<file path="src/rtl/hci_package.sv">
// Shared HCI streamer command/flag types and the command arbiter state encoding.
package hci_package;

   localparam int unsigned HCI_ADDR_W = 32;
   localparam int unsigned HCI_LEN_W  = 32;

   typedef struct packed {
      logic [HCI_ADDR_W-1:0] base_addr;
      logic [HCI_LEN_W-1:0]  tot_len;
      logic [HCI_ADDR_W-1:0] d0_stride;
   } hci_streamer_addressgen_ctrl_t;

   typedef struct packed {
      logic in_progress;
      logic last_beat;
   } hci_streamer_addressgen_flags_t;

   typedef struct packed {
      logic                          req_start;
      hci_streamer_addressgen_ctrl_t addressgen_ctrl;
   } hci_streamer_ctrl_t;

   typedef struct packed {
      logic                           ready_start;
      logic                           done;
      hci_streamer_addressgen_flags_t addressgen_flags;
   } hci_streamer_flags_t;

   typedef enum logic [1:0] {
      ARB_IDLE  = 2'd0,
      ARB_ISSUE = 2'd1,
      ARB_BUSY  = 2'd2
   } hci_cmd_arb_state_t;

endpackage

</file>
<file path="src/rtl/hci_core_cmd_arbiter_rr.sv">
// Combinational round-robin select: first requester at or after rr_ptr, wrapping.
module hci_core_cmd_arbiter_rr #(
   parameter int unsigned NB_REQ = 2,
   parameter int unsigned ID_W   = $clog2(NB_REQ)
) (
   input  logic [NB_REQ-1:0] req,
   input  logic [ID_W-1:0]   rr_ptr,
   output logic [ID_W-1:0]   w,
   output logic              valid
);

   // Scan offsets 0..NB_REQ-1 from the pointer; first hit wins.
   always_comb begin
      int unsigned idx;
      valid = 1'b0;
      w     = '0;
      idx   = 0;
      for (int unsigned i = 0; i < NB_REQ; i++) begin
         idx = (32'(rr_ptr) + i) % NB_REQ;
         for (int unsigned k = 0; k < NB_REQ; k++) begin
            if (!valid && (k == idx) && req[k]) begin
               valid = 1'b1;
               w     = ID_W'(k);
            end
         end
      end
   end

endmodule

</file>
<file path="src/rtl/hci_core_cmd_arbiter.sv">
// Round-robin owner of a shared HCI streamer: grants one requester, issues its
// registered command, and routes completion flags back to that requester only.
module hci_core_cmd_arbiter
   import hci_package::*;
#(
   parameter int unsigned NB_REQ = 2,
   parameter int unsigned ID_W   = $clog2(NB_REQ)
) (
   input  logic                clk_i,
   input  logic                rst_i,
   input  logic                clear_i,
   input  logic                enable_i,
   input  hci_streamer_ctrl_t  ctrl_i  [NB_REQ],
   output hci_streamer_flags_t flags_o [NB_REQ],
   output hci_streamer_ctrl_t  ctrl_o,
   input  hci_streamer_flags_t flags_i,
   output logic [ID_W-1:0]     owner_o,
   output logic                busy_o
);

   hci_cmd_arb_state_t            state_q, state_d;
   logic [ID_W-1:0]               rr_ptr_q, rr_ptr_d;
   logic [ID_W-1:0]               owner_q, owner_d;
   hci_streamer_addressgen_ctrl_t cmd_q, cmd_d;
   logic [NB_REQ-1:0]             req_vec;
   logic [ID_W-1:0]               win;
   logic                          win_valid;

   // Gather request strobes into a vector for the selector.
   always_comb begin
      req_vec = '0;
      for (int unsigned k = 0; k < NB_REQ; k++) begin
         req_vec[k] = ctrl_i[k].req_start;
      end
   end

   hci_core_cmd_arbiter_rr #(
      .NB_REQ (NB_REQ),
      .ID_W   (ID_W)
   ) u_rr (
      .req    (req_vec),
      .rr_ptr (rr_ptr_q),
      .w      (win),
      .valid  (win_valid)
   );

   // State, pointer, owner and command registers; clear behaves like reset.
   always_ff @(posedge clk_i) begin
      if (rst_i || clear_i) begin
         state_q  <= ARB_IDLE;
         rr_ptr_q <= '0;
         owner_q  <= '0;
         cmd_q    <= '0;
      end else begin
         state_q  <= state_d;
         rr_ptr_q <= rr_ptr_d;
         owner_q  <= owner_d;
         cmd_q    <= cmd_d;
      end
   end

   // Next-state logic and per-requester flag routing.
   always_comb begin
      state_d                = state_q;
      rr_ptr_d               = rr_ptr_q;
      owner_d                = owner_q;
      cmd_d                  = cmd_q;
      ctrl_o.req_start       = 1'b0;
      ctrl_o.addressgen_ctrl = cmd_q;
      for (int unsigned k = 0; k < NB_REQ; k++) begin
         flags_o[k] = '0;
      end

      unique case (state_q)
         ARB_IDLE: begin
            if (enable_i && win_valid) begin
               for (int unsigned k = 0; k < NB_REQ; k++) begin
                  if (ID_W'(k) == win) begin
                     flags_o[k].ready_start = 1'b1;
                     cmd_d                  = ctrl_i[k].addressgen_ctrl;
                  end
               end
               owner_d = win;
               state_d = ARB_ISSUE;
            end
         end
         ARB_ISSUE: begin
            if (flags_i.ready_start) begin
               ctrl_o.req_start = 1'b1;
               state_d          = ARB_BUSY;
            end
         end
         ARB_BUSY: begin
            for (int unsigned k = 0; k < NB_REQ; k++) begin
               if (ID_W'(k) == owner_q) begin
                  flags_o[k].addressgen_flags = flags_i.addressgen_flags;
                  flags_o[k].done             = flags_i.done;
               end
            end
            if (flags_i.done) begin
               rr_ptr_d = (owner_q == ID_W'(NB_REQ - 1)) ? '0 : owner_q + ID_W'(1);
               state_d  = ARB_IDLE;
            end
         end
         default: state_d = ARB_IDLE;
      endcase

      // An abandoned command must not leak pulses to requesters or the streamer.
      if (rst_i || clear_i) begin
         ctrl_o.req_start = 1'b0;
         for (int unsigned k = 0; k < NB_REQ; k++) begin
            flags_o[k] = '0;
         end
      end
   end

   assign owner_o = owner_q;
   assign busy_o  = (state_q != ARB_IDLE);

endmodule

</file>
<file path="config.mk">
export PLATFORM = sky130hd
export DESIGN_NAME = hci_core_cmd_arbiter
export DESIGN_NICKNAME = d
export VERILOG_FILES = /design/src/rtl/hci_package.sv /design/src/rtl/hci_core_cmd_arbiter_rr.sv /design/src/rtl/hci_core_cmd_arbiter.sv
export SDC_FILE = /design/constraint.sdc
export NUM_CORES = 1
export LEC_CHECK = 0
export BUFFER_PORTS_ARGS = -buffer_cell sky130_fd_sc_hd__buf_2
export CORE_AREA = 2 2 120 122
export CTS_CLUSTER_DIAMETER = 30
export DETAILED_ROUTE_END_ITERATION = 16
export DIE_AREA = 0 0 122 124
export SETUP_SLACK_MARGIN = 0.3
export SYNTH_ARGS = -nofsm -noshare
export SYNTH_HDL_FRONTEND = slang
export SYNTH_SLANG_ARGS = --single-unit
export TNS_END_PERCENT = 50
</file>
<file path="constraint.sdc">
create_clock -name clk_i -period 5.8 [get_ports clk_i]
set_input_delay 1.74 -clock clk_i [delete_from_list [all_inputs] [get_ports clk_i]]
set_output_delay 1.74 -clock clk_i [all_outputs]
set_load 0.05 [all_outputs]
</file>
# Word-level counts from Yosys, hierarchy flattened
# Cells that the tools add are included.
# classes
n_addsub	2
eq_ne	5
reduce_logical	19
mux	27
# op_table
cell	count
96-bit 2-to-1 mux	1
32-bit logical NOT	2
1-bit 2-to-1 mux	17
3-bit 2-to-1 mux	4
1-bit logical AND	8
8-bit 2-to-1 mux	1
2-bit 2-to-1 mux	3
2-bit inequality test (second input constant)	3
2-bit one-hot mux with 3 select lines	1
2-bit AND reduction	2
1-bit logical NOT	3
3-bit AND reduction	1
1-bit adder (second input constant)	2
2-bit by 1-bit equality test with 1-bit output (second input constant)	1
2-bit equality test (second input constant)	1
2-bit logical NOT	1
2-bit nonzero test	1
1-bit logical OR	1
# word_totals
reg_bits	100
out_inout_bits	107
elab_cells	59
in_bits	202

# Depth between registers and ports, before layout
# logic_depth
depth_word	19
ltp_mapped	6
ltp_nobuf	3

# Modules after synthesis
# From an unflattened synthesis, not the netlist that was laid out.
# unflattened
cells_unflattened	467
hier_area_um2	4820.9
# modules_own_cells
module	area_each_um2	instances	cells_each	seq_area_each_um2
hci_core_cmd_arbiter	4803.4	1	464	2001.9
hci_core_cmd_arbiter_rr	17.5	1	3	0.0

# Worst setup path before layout
# Ideal clock, no wire load.
# synth_timing
path_type	in2out
start	in clear_i
end	out flags_o[7] in the netlist's numbering
t_required_ps	4060
path_stages	4
setup_slack_ps	378
arrival_time_ps	3682
path_buffers	2
cell_sequence	or4_1 -> buf_2 -> clkbuf_1 -> nor3_1
# synth_lines
element	line_no	source
from (decl)	hci_core_cmd_arbiter.sv:11	input logic clear_i,
to (decl)	hci_core_cmd_arbiter.sv:14	output hci_streamer_flags_t flags_o [NB_REQ],

==> results.txt <==
Global routing finished with a remaining overflow of 0. After clock tree synthesis, the clock-pin slew on the worst setup and hold paths is 0.07 ns. The number of diodes added for antenna fixing came out at 0. The count of antenna-violating nets left after detailed routing is 0, and the maximum clock path buffer count is 2. The worst-path cell with the longest stage delay was sky130_fd_sc_hd__or4_4. Wires add up to 15970 um. For the leakage power total, the log shows 2.843 nW. The die is 122 um wide. The cell sitting at the root of the clock tree is a sky130_fd_sc_hd__clkbuf_16.

For the half-perimeter wire length of the detailed placement result, the log shows 10880 um. The area taken by flip-flops and latches is 2002 um2. The critical path goes through buf_2, or4_4, nor3_4, buf_2.

Entering global routing, the biggest net connects 97 pins. The finished layout holds 839 standard cells, fillers aside. The combined global-route utilization of all metal layers was 0.1944; the I/O pin count was 309. The average cell area after synthesis is 11.04 um2, and the yosys synthesis warning count is 0. The initial antenna violation count came out at 0. The worst slew margin relative to its limit was 0.2738; the overall via count from detail_route was 4650. The tools report the weighted congestion at the end of routability-driven global placement as 0.7561. Counting stages on the worst path, the most repeated cell is sky130_fd_sc_hd__buf_2. The setup path with the least slack is of type in -> out. The total count of hold-check failures in the final report was 0; the post-detailed-route wirelength per cell was 19.04 um. The logs give 385 for the instance count of the mapped netlist and 0 for the number of max-capacitance violations reported. The maximum fanout along the worst path is 40, and the initial cell density of the core is 0.3099.

STA classifies the critical path startpoint as a primary input. Counting the buffers created by CTS gives 9. Relative to the synthesized area, the layout overhead comes to 44.41%. Die area: 15130 um2. The arrival time of data at the critical path endpoint came out at 3.24 ns.

For the final routed database, the setup TNS stands at 0 ns. Leaving out fill and tap cells, the most frequent cell in the layout is sky130_fd_sc_hd__buf_2. The logs give 4369 for the number of global-route vias before repair and 0.006939 ns for the final clock skew.

The first routing iteration left 312 violations. TritonCTS built the clock tree. The share of the clock period used by the worst path after layout is 0.8591, and the maximum resistive drop on vdd is 0.1208 mV. The filler cell count is 1365, and the layout cell share with drive strength beyond 1 is 0.5083. Setup repair after global routing left no endpoint under its margin. In this run the tool buffered the top-level ports with 308 buffer cells. The worst setup slack after placement was 0.8036 ns. Derived from the worst setup path, the maximum achievable clock frequency is 0.2007 GHz. The tools report the global-route wire length before repair as 22870 um. Summing internal, switching and leakage power gives 0.001543 W.

Across all hold checks on the routed design, the worst slack comes to 0.4837 ns. The H-tree was split into 3 levels. The flow ran to the end, and the final reports show no timing, DRC or antenna violations.

In the routed design, unresolved DRC markers number 0. The worst hold path belongs to the class reg -> reg. The post-synthesis net count was 587; the count of TritonRoute iterations in the first routing pass was 5. The post-layout minimum cycle time came out at 4.983 ns. The floorplan step set the die height to 124 um.

The final-report max-slew violation count is 0, and the number of buffers inserted for hold repair after clock tree synthesis is 0. The logs give 0 for the post-cts resize count and 0.34 ns for the later-pin clock latency in the skew report. For the count of clock tree sinks, the log shows 100. The initialized floorplan defines 43 standard-cell rows. Counting flops and latches in the post-synthesis netlist gives 100. The maximum cell stage delay along the critical path is 0.72 ns, and the data required time at the worst endpoint is 4.06 ns. The worst-case setup margin in the final layout is 0.8171 ns. Dividing the detail-routed via count by the number of cells gives 5.542. Slew of the pin with the lowest slew margin: 1.089 ns.

The element type at the critical path end was an output pin. The total placed cells including tap cells came out at 824. The top cell types in the final layout, fill and taps aside, are sky130_fd_sc_hd__buf_2 (308), sky130_fd_sc_hd__dfxtp_1 (100), sky130_fd_sc_hd__nor4b_1 (96), sky130_fd_sc_hd__a221o_1 (96), sky130_fd_sc_hd__nor2_1 (11). The part of the Yosys area used for sequential elements is 0.4709, and the number of endpoints failing setup at the final stage is 0. The post-synth design cell area is 4252 um2, and the area used by multi-input combinational logic is 2043 um2. After the last flow step, the layout net total stands at 857.

The number of different library cells used by synthesis comes to 26. For this design the ratio of total power to cell area is 251.3 nW/um2. After clock tree synthesis, the setup repair step added 0 buffers. The total area inside the core boundary comes to 13720 um2.
==> area by class of cell <==
type                            count  share of cell area
Clock inverter                      3            0.003872
Multi-Input combinational cell    229              0.3328
Tap cell                          180             0.03668
Inverter                            2            0.001223
Sequential cell                   100              0.3261
Clock buffer                       12             0.04015
Timing Repair Buffer              313              0.2592
==> routing by layer <==
layer / vias to the layer above / part of all wire / track usage / wire (um)
met2: 227 / 0.51 / 0.3408 / 8083
met5: - / 0 / 0 / 0
met1: 2246 / 0.40 / 0.2343 / 6331
li1: 2158 / - / - / -
met3: 19 / 0.080 / 0.03892 / 1277
met4: 0 / 0.018 / 0.07543 / 281
==> critical path, delay by kind of cell <==
kind	cells	cell delay, ns
buf+inv	2	0.43
simple gates	2	1.05
==> kinds of logic (layout without fill, tap and decap cells) <==
family | after synthesis | in the layout | share of synthesized area
AOI/OAI and AO/OA | 101 | 101 | 0.2331
buffers and inverters | 56 | 330 | 0.05533
and+or+nand+nor | 127 | 127 | 0.2384
DFF | 100 | 100 | 0.4709
muxes | 1 | 1 | 0.002354
==> power breakdown <==
| group | switching [W] | internal (W) |
|---|---|---|
| clock network | 0.000256 | 0.000302 |
| logic | 0.000164 | 0.0000993 |
| registers | 0.0000129 | 0.000709 |
| total | 0.000433 | 0.00111 |
==> worst paths after layout <==
check,slack (ns),start,depth (start not counted),end
worst min register to register,0.48,ctrl_o[22],1,ctrl_o[22]
worst max register to register,2.98,state_q[1],4,ctrl_o[63]
worst max-delay path,0.82,clear_i,4,flags_o[3]
worst min-delay path,0.48,ctrl_o[22],1,ctrl_o[22]
==> per-stage QoR <==
| stage | util | instance area [um2] |
|---|---|---|
| after floorplan | - | 4252 |
| after global placement | 0.4278 | 5869 |
| after detailed placement | 0.4278 | 5869 |
| after CTS | 0.4475 | 6140 |
| after global routing | 0.4475 | 6140 |
| final | 0.4475 | 6140 |
==> cells in the mapped netlist <==
library cell	n	area share
sky130_fd_sc_hd__nor3_4	1	0.0038
sky130_fd_sc_hd__a21oi_1	3	0.0035
sky130_fd_sc_hd__nand3_1	3	0.0035
sky130_fd_sc_hd__and2_1	1	0.0015
sky130_fd_sc_hd__mux2i_1	1	0.0024
sky130_fd_sc_hd__nand2_1	3	0.0026
sky130_fd_sc_hd__dfxtp_1	100	0.47
sky130_fd_sc_hd__buf_2	11	0.013
sky130_fd_sc_hd__clkbuf_1	38	0.034
sky130_fd_sc_hd__buf_1	3	0.0026
sky130_fd_sc_hd__or3b_2	1	0.0021
sky130_fd_sc_hd__nand2b_1	3	0.0044
sky130_fd_sc_hd__or2_2	2	0.0029
sky130_fd_sc_hd__nand4b_1	1	0.0021
sky130_fd_sc_hd__a31o_2	1	0.0021
sky130_fd_sc_hd__nor4b_1	96	0.20
sky130_fd_sc_hd__nand3b_1	2	0.0035
sky130_fd_sc_hd__a31oi_1	1	0.0015
sky130_fd_sc_hd__a221o_1	96	0.23
sky130_fd_sc_hd__or4_1	1	0.0018
sky130_fd_sc_hd__buf_6	1	0.0026
sky130_fd_sc_hd__inv_1	2	0.0018
sky130_fd_sc_hd__nor2b_1	1	0.0015
sky130_fd_sc_hd__nor2_1	11	0.0097
sky130_fd_sc_hd__nor3_1	1	0.0012
sky130_fd_sc_hd__buf_4	1	0.0018
==> state kept, by name (all words and copies together) (netlist names) <==
register  cells
ctrl_o       96
state_q       2
owner_o       1
rr_ptr_q      1
(Power assumes the default switching activity.)
